[src/rtl/sim_status_mmio_if.sv]
// Data-memory bus and console-drain signals shared between the CPU/bench side
// and the status/console slave.
interface sim_status_mmio_if;
  logic [31:0] dmem_addr;
  logic [31:0] dmem_wdata;
  logic        dmem_we;
  logic [31:0] rdata;
  logic        hit;
  logic        con_valid;
  logic [7:0]  con_data;
  logic        con_ready;

  modport master (
    output dmem_addr, dmem_wdata, dmem_we, con_ready,
    input  rdata, hit, con_valid, con_data
  );

  modport slave (
    input  dmem_addr, dmem_wdata, dmem_we, con_ready,
    output rdata, hit, con_valid, con_data
  );
endinterface

[src/rtl/sim_status_mmio.sv]
// Test-status/console slave: captures tohost exit writes, buffers console bytes
// for the bench, and runs cycle/stall watchdogs that force a timeout halt.
module sim_status_mmio #(
  parameter logic [31:0] BASE_ADDR      = 32'h8000_1000,
  parameter int          FIFO_DEPTH     = 16,
  parameter int          TIMEOUT_CYCLES = 100000,
  parameter int          STALL_LIMIT    = 1024
) (
  input  logic                   clk,
  input  logic                   reset,
  input  logic [31:0]            pc,
  sim_status_mmio_if.slave       bus,
  output logic                   halt,
  output logic                   pass,
  output logic [30:0]            exit_code,
  output logic                   timeout,
  output logic [31:0]            cycle_count
);
  localparam int          PTR_W     = $clog2(FIFO_DEPTH);
  localparam int          CNT_W     = PTR_W + 1;
  localparam int          STALL_W   = $clog2(STALL_LIMIT) + 1;
  localparam logic [29:0] BASE_WORD = BASE_ADDR[31:2];

  typedef enum logic [1:0] {RUN, DRAIN, DONE} state_t;

  state_t             state_q, state_d;
  logic [CNT_W-1:0]   count_q;
  logic [PTR_W-1:0]   wr_ptr_q, rd_ptr_q;
  logic               overflow_q;
  logic [STALL_W-1:0] stall_cnt_q;
  logic [31:0]        pc_prev_q;
  logic [7:0]         mem [FIFO_DEPTH];

  logic [29:0] word_off;
  logic        sel_tohost, sel_con, sel_cycle;
  logic        wr_en, tohost_exit, push, pop, full, push_acc, wd_trip;
  logic [7:0]  count8;
  logic        unused_addr_lsb;

  // Address decode: word offset from the window base, low two bits ignored
  assign word_off        = bus.dmem_addr[31:2] - BASE_WORD;
  assign bus.hit         = (word_off < 30'd3);
  assign sel_tohost      = bus.hit && (word_off[1:0] == 2'd0);
  assign sel_con         = bus.hit && (word_off[1:0] == 2'd1);
  assign sel_cycle       = bus.hit && (word_off[1:0] == 2'd2);
  assign unused_addr_lsb = ^bus.dmem_addr[1:0];

  assign wr_en       = bus.dmem_we && (state_q == RUN);
  assign tohost_exit = wr_en && sel_tohost && bus.dmem_wdata[0];
  assign push        = wr_en && sel_con;
  assign pop         = bus.con_valid && bus.con_ready;
  assign full        = (count_q == CNT_W'(FIFO_DEPTH));
  // A push into a full FIFO only fits if the head leaves on the same edge
  assign push_acc    = push && (!full || pop);
  assign wd_trip     = (state_q == RUN) &&
                       ((stall_cnt_q == STALL_W'(STALL_LIMIT - 1)) ||
                        (cycle_count == 32'(TIMEOUT_CYCLES - 1)));

  assign bus.con_valid = (count_q != '0);
  assign bus.con_data  = bus.con_valid ? mem[rd_ptr_q] : 8'h00;
  assign halt          = (state_q == DONE);
  assign pass          = halt && !timeout && (exit_code == 31'd0);
  assign count8        = 8'(count_q);

  always_comb begin
    bus.rdata = 32'h0;
    if (sel_tohost)     bus.rdata = {exit_code, halt};
    else if (sel_con)   bus.rdata = {23'b0, overflow_q, count8};
    else if (sel_cycle) bus.rdata = cycle_count;
  end

  always_comb begin
    state_d = state_q;
    case (state_q)
      RUN:     if (tohost_exit || wd_trip) state_d = DRAIN;
      DRAIN:   if (count_q == '0) state_d = DONE;
      DONE:    state_d = DONE;
      default: state_d = RUN;
    endcase
  end

  always_ff @(posedge clk or posedge reset) begin
    if (reset) begin
      state_q     <= RUN;
      exit_code   <= 31'd0;
      timeout     <= 1'b0;
      cycle_count <= 32'd0;
      stall_cnt_q <= '0;
      pc_prev_q   <= 32'd0;
    end else begin
      state_q <= state_d;
      if (state_q == RUN) begin
        // A tohost exit wins over a watchdog trip in the same cycle
        if (tohost_exit) begin
          exit_code <= bus.dmem_wdata[31:1];
        end else if (wd_trip) begin
          timeout   <= 1'b1;
          exit_code <= 31'd0;
        end
        pc_prev_q   <= pc;
        stall_cnt_q <= (pc != pc_prev_q) ? '0 : stall_cnt_q + STALL_W'(1);
      end
      if (state_q != DONE && cycle_count != 32'hFFFF_FFFF)
        cycle_count <= cycle_count + 32'd1;
    end
  end

  always_ff @(posedge clk or posedge reset) begin
    if (reset) begin
      count_q    <= '0;
      wr_ptr_q   <= '0;
      rd_ptr_q   <= '0;
      overflow_q <= 1'b0;
    end else begin
      count_q <= count_q + CNT_W'(push_acc) - CNT_W'(pop);
      if (push_acc) wr_ptr_q <= wr_ptr_q + PTR_W'(1);
      if (pop)      rd_ptr_q <= rd_ptr_q + PTR_W'(1);
      if (push && !push_acc) overflow_q <= 1'b1;
    end
  end

  // Storage carries data only; validity is tracked by count_q
  always_ff @(posedge clk) begin
    if (push_acc) mem[wr_ptr_q] <= bus.dmem_wdata[7:0];
  end
endmodule

[src/flat_wrapper.sv]
// flat-port wrapper written by rule: the top's interface ports become plain ports
module sim_status_mmio_flat 
#(
  parameter logic [31:0] BASE_ADDR      = 32'h8000_1000,
  parameter int          FIFO_DEPTH     = 16,
  parameter int          TIMEOUT_CYCLES = 100000,
  parameter int          STALL_LIMIT    = 1024
)
  (clk, reset, pc, halt, pass, exit_code, timeout, cycle_count, bus_dmem_addr, bus_dmem_wdata, bus_dmem_we, bus_con_ready, bus_rdata, bus_hit, bus_con_valid, bus_con_data);
  sim_status_mmio_if bus_i ();
  input  logic clk;
  input  logic reset;
  input  logic [31:0] pc;
  output logic halt;
  output logic pass;
  output logic [30:0] exit_code;
  output logic timeout;
  output logic [31:0] cycle_count;
  input wire logic [$bits(bus_i.dmem_addr)-1:0] bus_dmem_addr;
  input wire logic [$bits(bus_i.dmem_wdata)-1:0] bus_dmem_wdata;
  input wire logic [$bits(bus_i.dmem_we)-1:0] bus_dmem_we;
  input wire logic [$bits(bus_i.con_ready)-1:0] bus_con_ready;
  output wire logic [$bits(bus_i.rdata)-1:0] bus_rdata;
  output wire logic [$bits(bus_i.hit)-1:0] bus_hit;
  output wire logic [$bits(bus_i.con_valid)-1:0] bus_con_valid;
  output wire logic [$bits(bus_i.con_data)-1:0] bus_con_data;
  assign bus_i.dmem_addr = bus_dmem_addr;
  assign bus_i.dmem_wdata = bus_dmem_wdata;
  assign bus_i.dmem_we = bus_dmem_we;
  assign bus_i.con_ready = bus_con_ready;
  assign bus_rdata = bus_i.rdata;
  assign bus_hit = bus_i.hit;
  assign bus_con_valid = bus_i.con_valid;
  assign bus_con_data = bus_i.con_data;
  sim_status_mmio #(.BASE_ADDR(BASE_ADDR), .FIFO_DEPTH(FIFO_DEPTH), .TIMEOUT_CYCLES(TIMEOUT_CYCLES), .STALL_LIMIT(STALL_LIMIT)) u_core (.clk(clk), .reset(reset), .pc(pc), .bus(bus_i), .halt(halt), .pass(pass), .exit_code(exit_code), .timeout(timeout), .cycle_count(cycle_count));
endmodule
[config.mk]
export PLATFORM = sky130hd
export DESIGN_NAME = sim_status_mmio_flat
export DESIGN_NICKNAME = d
export VERILOG_FILES = /design/src/rtl/sim_status_mmio_if.sv /design/src/rtl/sim_status_mmio.sv /design/src/flat_wrapper.sv
export SDC_FILE = /design/constraint.sdc
export NUM_CORES = 1
export LEC_CHECK = 0
export CELL_PAD_IN_SITES_DETAIL_PLACEMENT = 1
export CELL_PAD_IN_SITES_GLOBAL_PLACEMENT = 2
export CORE_ASPECT_RATIO = 1.4
export CORE_MARGIN = 2
export CORE_UTILIZATION = 39
export CTS_CLUSTER_DIAMETER = 120
export CTS_CLUSTER_SIZE = 8
export DETAILED_ROUTE_END_ITERATION = 16
export PLACE_DENSITY_LB_ADDON = 0.1
export SLEW_MARGIN = 20
export SYNTH_ARGS = -nofsm -noshare
export SYNTH_HDL_FRONTEND = slang
export SYNTH_SLANG_ARGS = --single-unit
[constraint.sdc]
create_clock -name clk -period 12.05 [get_ports clk]
set_clock_uncertainty 0.15 [all_clocks]
set_input_delay 2.41 -clock clk [delete_from_list [all_inputs] [get_ports clk]]
set_output_delay 2.41 -clock clk [all_outputs]
set_load 0.05 [all_outputs]
After elaboration in Yosys (flattened, before gate mapping)
Memories as Yosys holds them, arrays and structs flattened.
Cells that the tools add are included.
Word-level totals
  bits in registers: 123
  output and inout port bits: 108
  bits in writable memories: 128
  input port bits: 100
  logic and storage cells: 73
  memories kept: 1
Cells by class
  equal/unequal tests: 12
  $lt $le $gt $ge: 1
  reduce and logical (&&, ||, !) cells: 29
  $add $sub $neg: 7
  multiplexer cells: 12
  bitwise operators: 1
Memory list
  u_core.mem: words 16, width 8, rd ports 1, clocked after memory_dff 0, wr ports 1, line sim_status_mmio.sv:32  | logic [7:0] mem [FIFO_DEPTH];
Operators with widths (count)
  $mux 32: 3
  $mux 31: 2
  $add 32x1->32 const B: 1
  $eq 32x17->1 const B: 1
  $ne 32x32->1: 1
  $ne 32x32->1 const B: 1
  $logic_not 31->1: 1
  $lt 30x2->1 const B: 1
  $sub 30x30->30 const B: 1
  $logic_and 1x1->1: 14
  $add 11x1->11 const B: 1
  $eq 11x10->1 const B: 1
  $mux 11: 1
  $add 4x1->4 const B: 2
  $mux 8: 1
  $pmux 2 s3: 1
  $add 5x1->5: 1
  $eq 5x5->1 const B: 1
  $logic_not 5->1: 1
  $reduce_bool 5->1: 1
  $sub 5x1->5: 1
  $eq 2x1->1 const B: 2
  $eq 2x2->1 const B: 2
  $logic_not 2->1: 2
  10 further kinds: 18

Longest topological paths before layout
  depth after elaboration: 8
  gate-level depth with buffers: 14
  depth with buffers taken out: 13

Worst setup path after synthesis
Ideal clock, no wire load.
  path type: input -> output
  from: in bus_dmem_addr[19]
  to: out bus_rdata[0]
  stages: 7
  arrival: 5008 ps
  setup slack: 4482 ps
  cell sequence: or4_1 or3_4 o41ai_4 a21oi_2 or2_2 clkbuf_1 nor2_1
On the way
  word-level cells in the longest chain between the ends: 6
RTL lines
  start: declaration: line flat_wrapper.sv:19  | input wire logic [$bits(bus_i.dmem_addr)-1:0] bus_dmem_addr;
  $sub 30x30->30 *: line sim_status_mmio.sv:41  | assign word_off = bus.dmem_addr[31:2] - BASE_WORD;
  $lt 30x2->1 *: line sim_status_mmio.sv:42  | assign bus.hit = (word_off < 30'd3);
  $logic_and 1x1->1: line sim_status_mmio.sv:45  | assign sel_cycle = bus.hit && (word_off[1:0] == 2'd2);
  $mux 32: line sim_status_mmio.sv:69  | else if (sel_cycle) bus.rdata = cycle_count;
  $mux 32: line sim_status_mmio.sv:68  | else if (sel_con) bus.rdata = {23'b0, overflow_q, count8};
  $mux 32 *: line sim_status_mmio.sv:67  | if (sel_tohost) bus.rdata = {exit_code, halt};
  end: declaration: line flat_wrapper.sv:23  | output wire logic [$bits(bus_i.rdata)-1:0] bus_rdata;
Mark *: on every way between the ends. The rest lies on a longest branch, timed or not.

Worst setup path in the final report
  from: in bus_dmem_addr[19]
  to: out bus_rdata[12]
The elaborated chain is that of the path after synthesis.

==> reports/metrics.cfg <==
[clocking]
clock_sinks = 251
clkLatencyLatePin_ns = 0.53
cts.path.max_buffers = 3
cts_hold_buf = 0
htree_levels = 2
cts_tree = yes
numCtsBuffers = 37
cts-resized-gates = 0
postCtsSetupBuffers = 0
root_buffer = clkbuf_16
clk_pin_slew_ns = 0.05

[synthesis]
yosys_warnings = 0
ys_seq_area_share_pct = 57.85
synth_cell_types = 62
syn-cell-area_um2 = 11960
synth_nets = 1007
synthCells = 890
synth_seq_cells = 251
synth_ff_type = edfxtp_1
async_reset_ff_share_pct = 49.00
avgSynthCellArea_um2 = 13.44
synth_edf_count = 128

[cells_and_area]
instances_no_fill = 1497
fill_cells = 3046
final_nets = 1210
layout_common_cells = clkdlybuf4s50_1, edfxtp_1, dfrtp_1, nand2_1, xor2_1
fin_area_um2 = 15380
multi_input_area_um2 = 4736
seq_area_um2 = 6924
antenna_cells = 0
final_core_util_pct = 51.06
area_growth_pct = 28.55
final_common_cell = clkdlybuf4s50_1
layout-drive-gt1-share_pct = 12.95

[worst_setup_path]
start_kind = primary input
cp.arrival_ns = 6.11
crit_type = primary input to output port
max_stage_delay_ns = 0.85
cp-end-kind = output port
cp_max_fo = 26
cp_slowest_cell = clkdlybuf4s50_1
crit_top_cell = clkdlybuf4s50_1
cp_data_required_time_ns = 9.49
crit_chain = clkdlybuf4s50_1, or4_1, or3_4, o21ai_1, nand4_1, nor3b_2, buf_4, a22o_1, clkdlybuf4s50_1

[global_route]
grt_pass1_vias = 9284
gr-usage-all-layers_pct = 21.49
grt_pass1_wl_mm = 53.81
antenna_found_initial = 0
grt-ovfl-total = 0
grt_max_degree = 65

[routing]
drt_iter0_drc = 357
firstDrtPassIters = 6
drc = 0
dr_total_vias = 8145
routedWlPerCell_um = 22.52
viasPerCell = 5.441
detail-route-antenna-nets = 0
drt-total-wl_mm = 33.71

[pwr]
power_density_nw_per_um2 = 160.9
peakVddDrop_uv = 107.3
p_leak_uw = 0.005812

[floorplan]
num_rows = 75
die_h_um = 211.2
start_util_pct = 39.72
die-area_um2 = 32110
core_um2 = 30120
die_w_um = 152.0
ios = 208

[timing]
slew_headroom_pct = 40.16
finalHoldViolCount = 0
min_period_ns = 8.670
whs_ns = 0.3462
tightest_slew_ns = 0.8976
post-route-period-util_pct = 71.95
setup_violations = 0
fin_tns_setup_ns = 0
rsz0062_at_grt = false
slew_viol_final = 0
fmax_mhz = 115.3

[min_path]
hold_path_class = flip-flop to flip-flop

[placed_design]
dp_cells = 1439
hpwlAfterDp_mm = 23.44
port_buffers = 205
placed_cell_area_um2 = 14320
place.gp.congestion = 0.7958

[flow_run]
maxCapViolCount = 0

[run_status]
status = complete, no violations

-- kinds of logic (layout without fill, tap and decap cells) --
| group | count (synthesis) | after routing | synth area share [%] |
|---|---|---|---|
| and+or+nand+nor | 294 | 294 | 13.39 |
| muxes | 112 | 112 | 13.92 |
| DFF | 251 | 251 | 57.85 |
| AOI/OAI and AO/OA | 71 | 71 | 4.696 |
| adders and majority gates | 17 | 17 | 1.841 |
| buffers and inverters | 67 | 289 | 2.594 |
| xor gates and xnor gates | 78 | 78 | 5.710 |
-- worst max-delay path: cells and delay by family --
kind / cells / cell delay (ns)
buffers and inverters: 3 / 1.60
AND/OR/NAND/NOR: 4 / 1.58
AO/OA/AOI/OAI: 2 / 0.49
-- sequential cells by signal (all words and copies together) (netlist names) --
register and cells:
u_core.rd_ptr_q 4, u_core.overflow_q 1, u_core.timeout 1, u_core.stall_cnt_q 11, u_core.exit_code 31, u_core.pc_prev_q 32
u_core.cycle_count 32, u_core.mem 128, u_core.wr_ptr_q 4, u_core.count_q 5, u_core.state_q 2
-- synth_stat cells (4+ instances only) --
master	number	area [um^2]
edfxtp_1	128	3844
dfrtp_1	123	3078
nand2_1	86	322.8
xor2_1	49	429.2
mux4_2	40	900.9
mux2i_1	37	370.4
nor2_1	35	131.4
mux2_2	34	382.9
clkbuf_1	30	112.6
nor4_1	30	187.7
xnor2_1	29	254.0
nand4_1	28	175.2
a22o_1	26	227.7
and3_1	22	137.6
inv_1	20	75.07
and2_1	18	112.6
nand3_1	17	85.08
ha_1	16	200.2
a21oi_1	14	70.07
nor3_1	14	70.07
buf_1	9	33.78
and4_1	8	70.07
or2_2	6	37.54
o21ai_0	5	25.02
or3_1	5	31.28
nor2b_1	4	25.02
or4_1	4	30.03
-- path summary, 6_finish.rpt --
check | from | end | slack, ns | cells after the start
min | u_core.overflow_q | u_core.overflow_q | 0.35 | 1
max in group asynchronous | reset | u_core.rd_ptr_q[0] | 8.07 | 3
max reg2reg | u_core.state_q[1] | u_core.state_q[0] | 8.37 | 9
min in group asynchronous | reset | u_core.pc_prev_q[10] | 2.22 | 2
min reg2reg | u_core.overflow_q | u_core.overflow_q | 0.35 | 1
max | bus_dmem_addr[19] | bus_rdata[12] | 3.38 | 9
-- stage by stage --
stage          setup WS, ns  power, uW
4_1_cts               3.360       2517
3_3_place_gp          3.395       1539
6_report              3.380       2475
3_5_place_dp          3.365       1551
2_1_floorplan         4.482       1372
5_1_grt               3.171       2586
-- power breakdown --
part	internal [uW]	switching [uW]	leakage [uW]
sequential	928	57.5	0.00259
clock	570	382	0.000504
combinational	273	265	0.00272
-- layer usage --
| metal | global-route usage (%) | up-vias | wire, um |
|---|---|---|---|
| met5 | 0 | - | 0 |
| met4 | 6.155 | 0 | 753 |
| met3 | 4.555 | 52 | 1710 |
| met2 | 39.72 | 208 | 17830 |
| met1 | 25.12 | 4149 | 13420 |
| li1 | - | 3736 | - |
-- final cells by class --
type	count	area share, %
tap	385	3.132
clock buffer	54	6.435
timing repair buffer	211	13.63
sequential	251	45.02
inverter	20	0.5044
multi-input combinational	572	30.79
clock inverter	4	0.4800
Note: power is estimated with default switching activity, not from simulation.
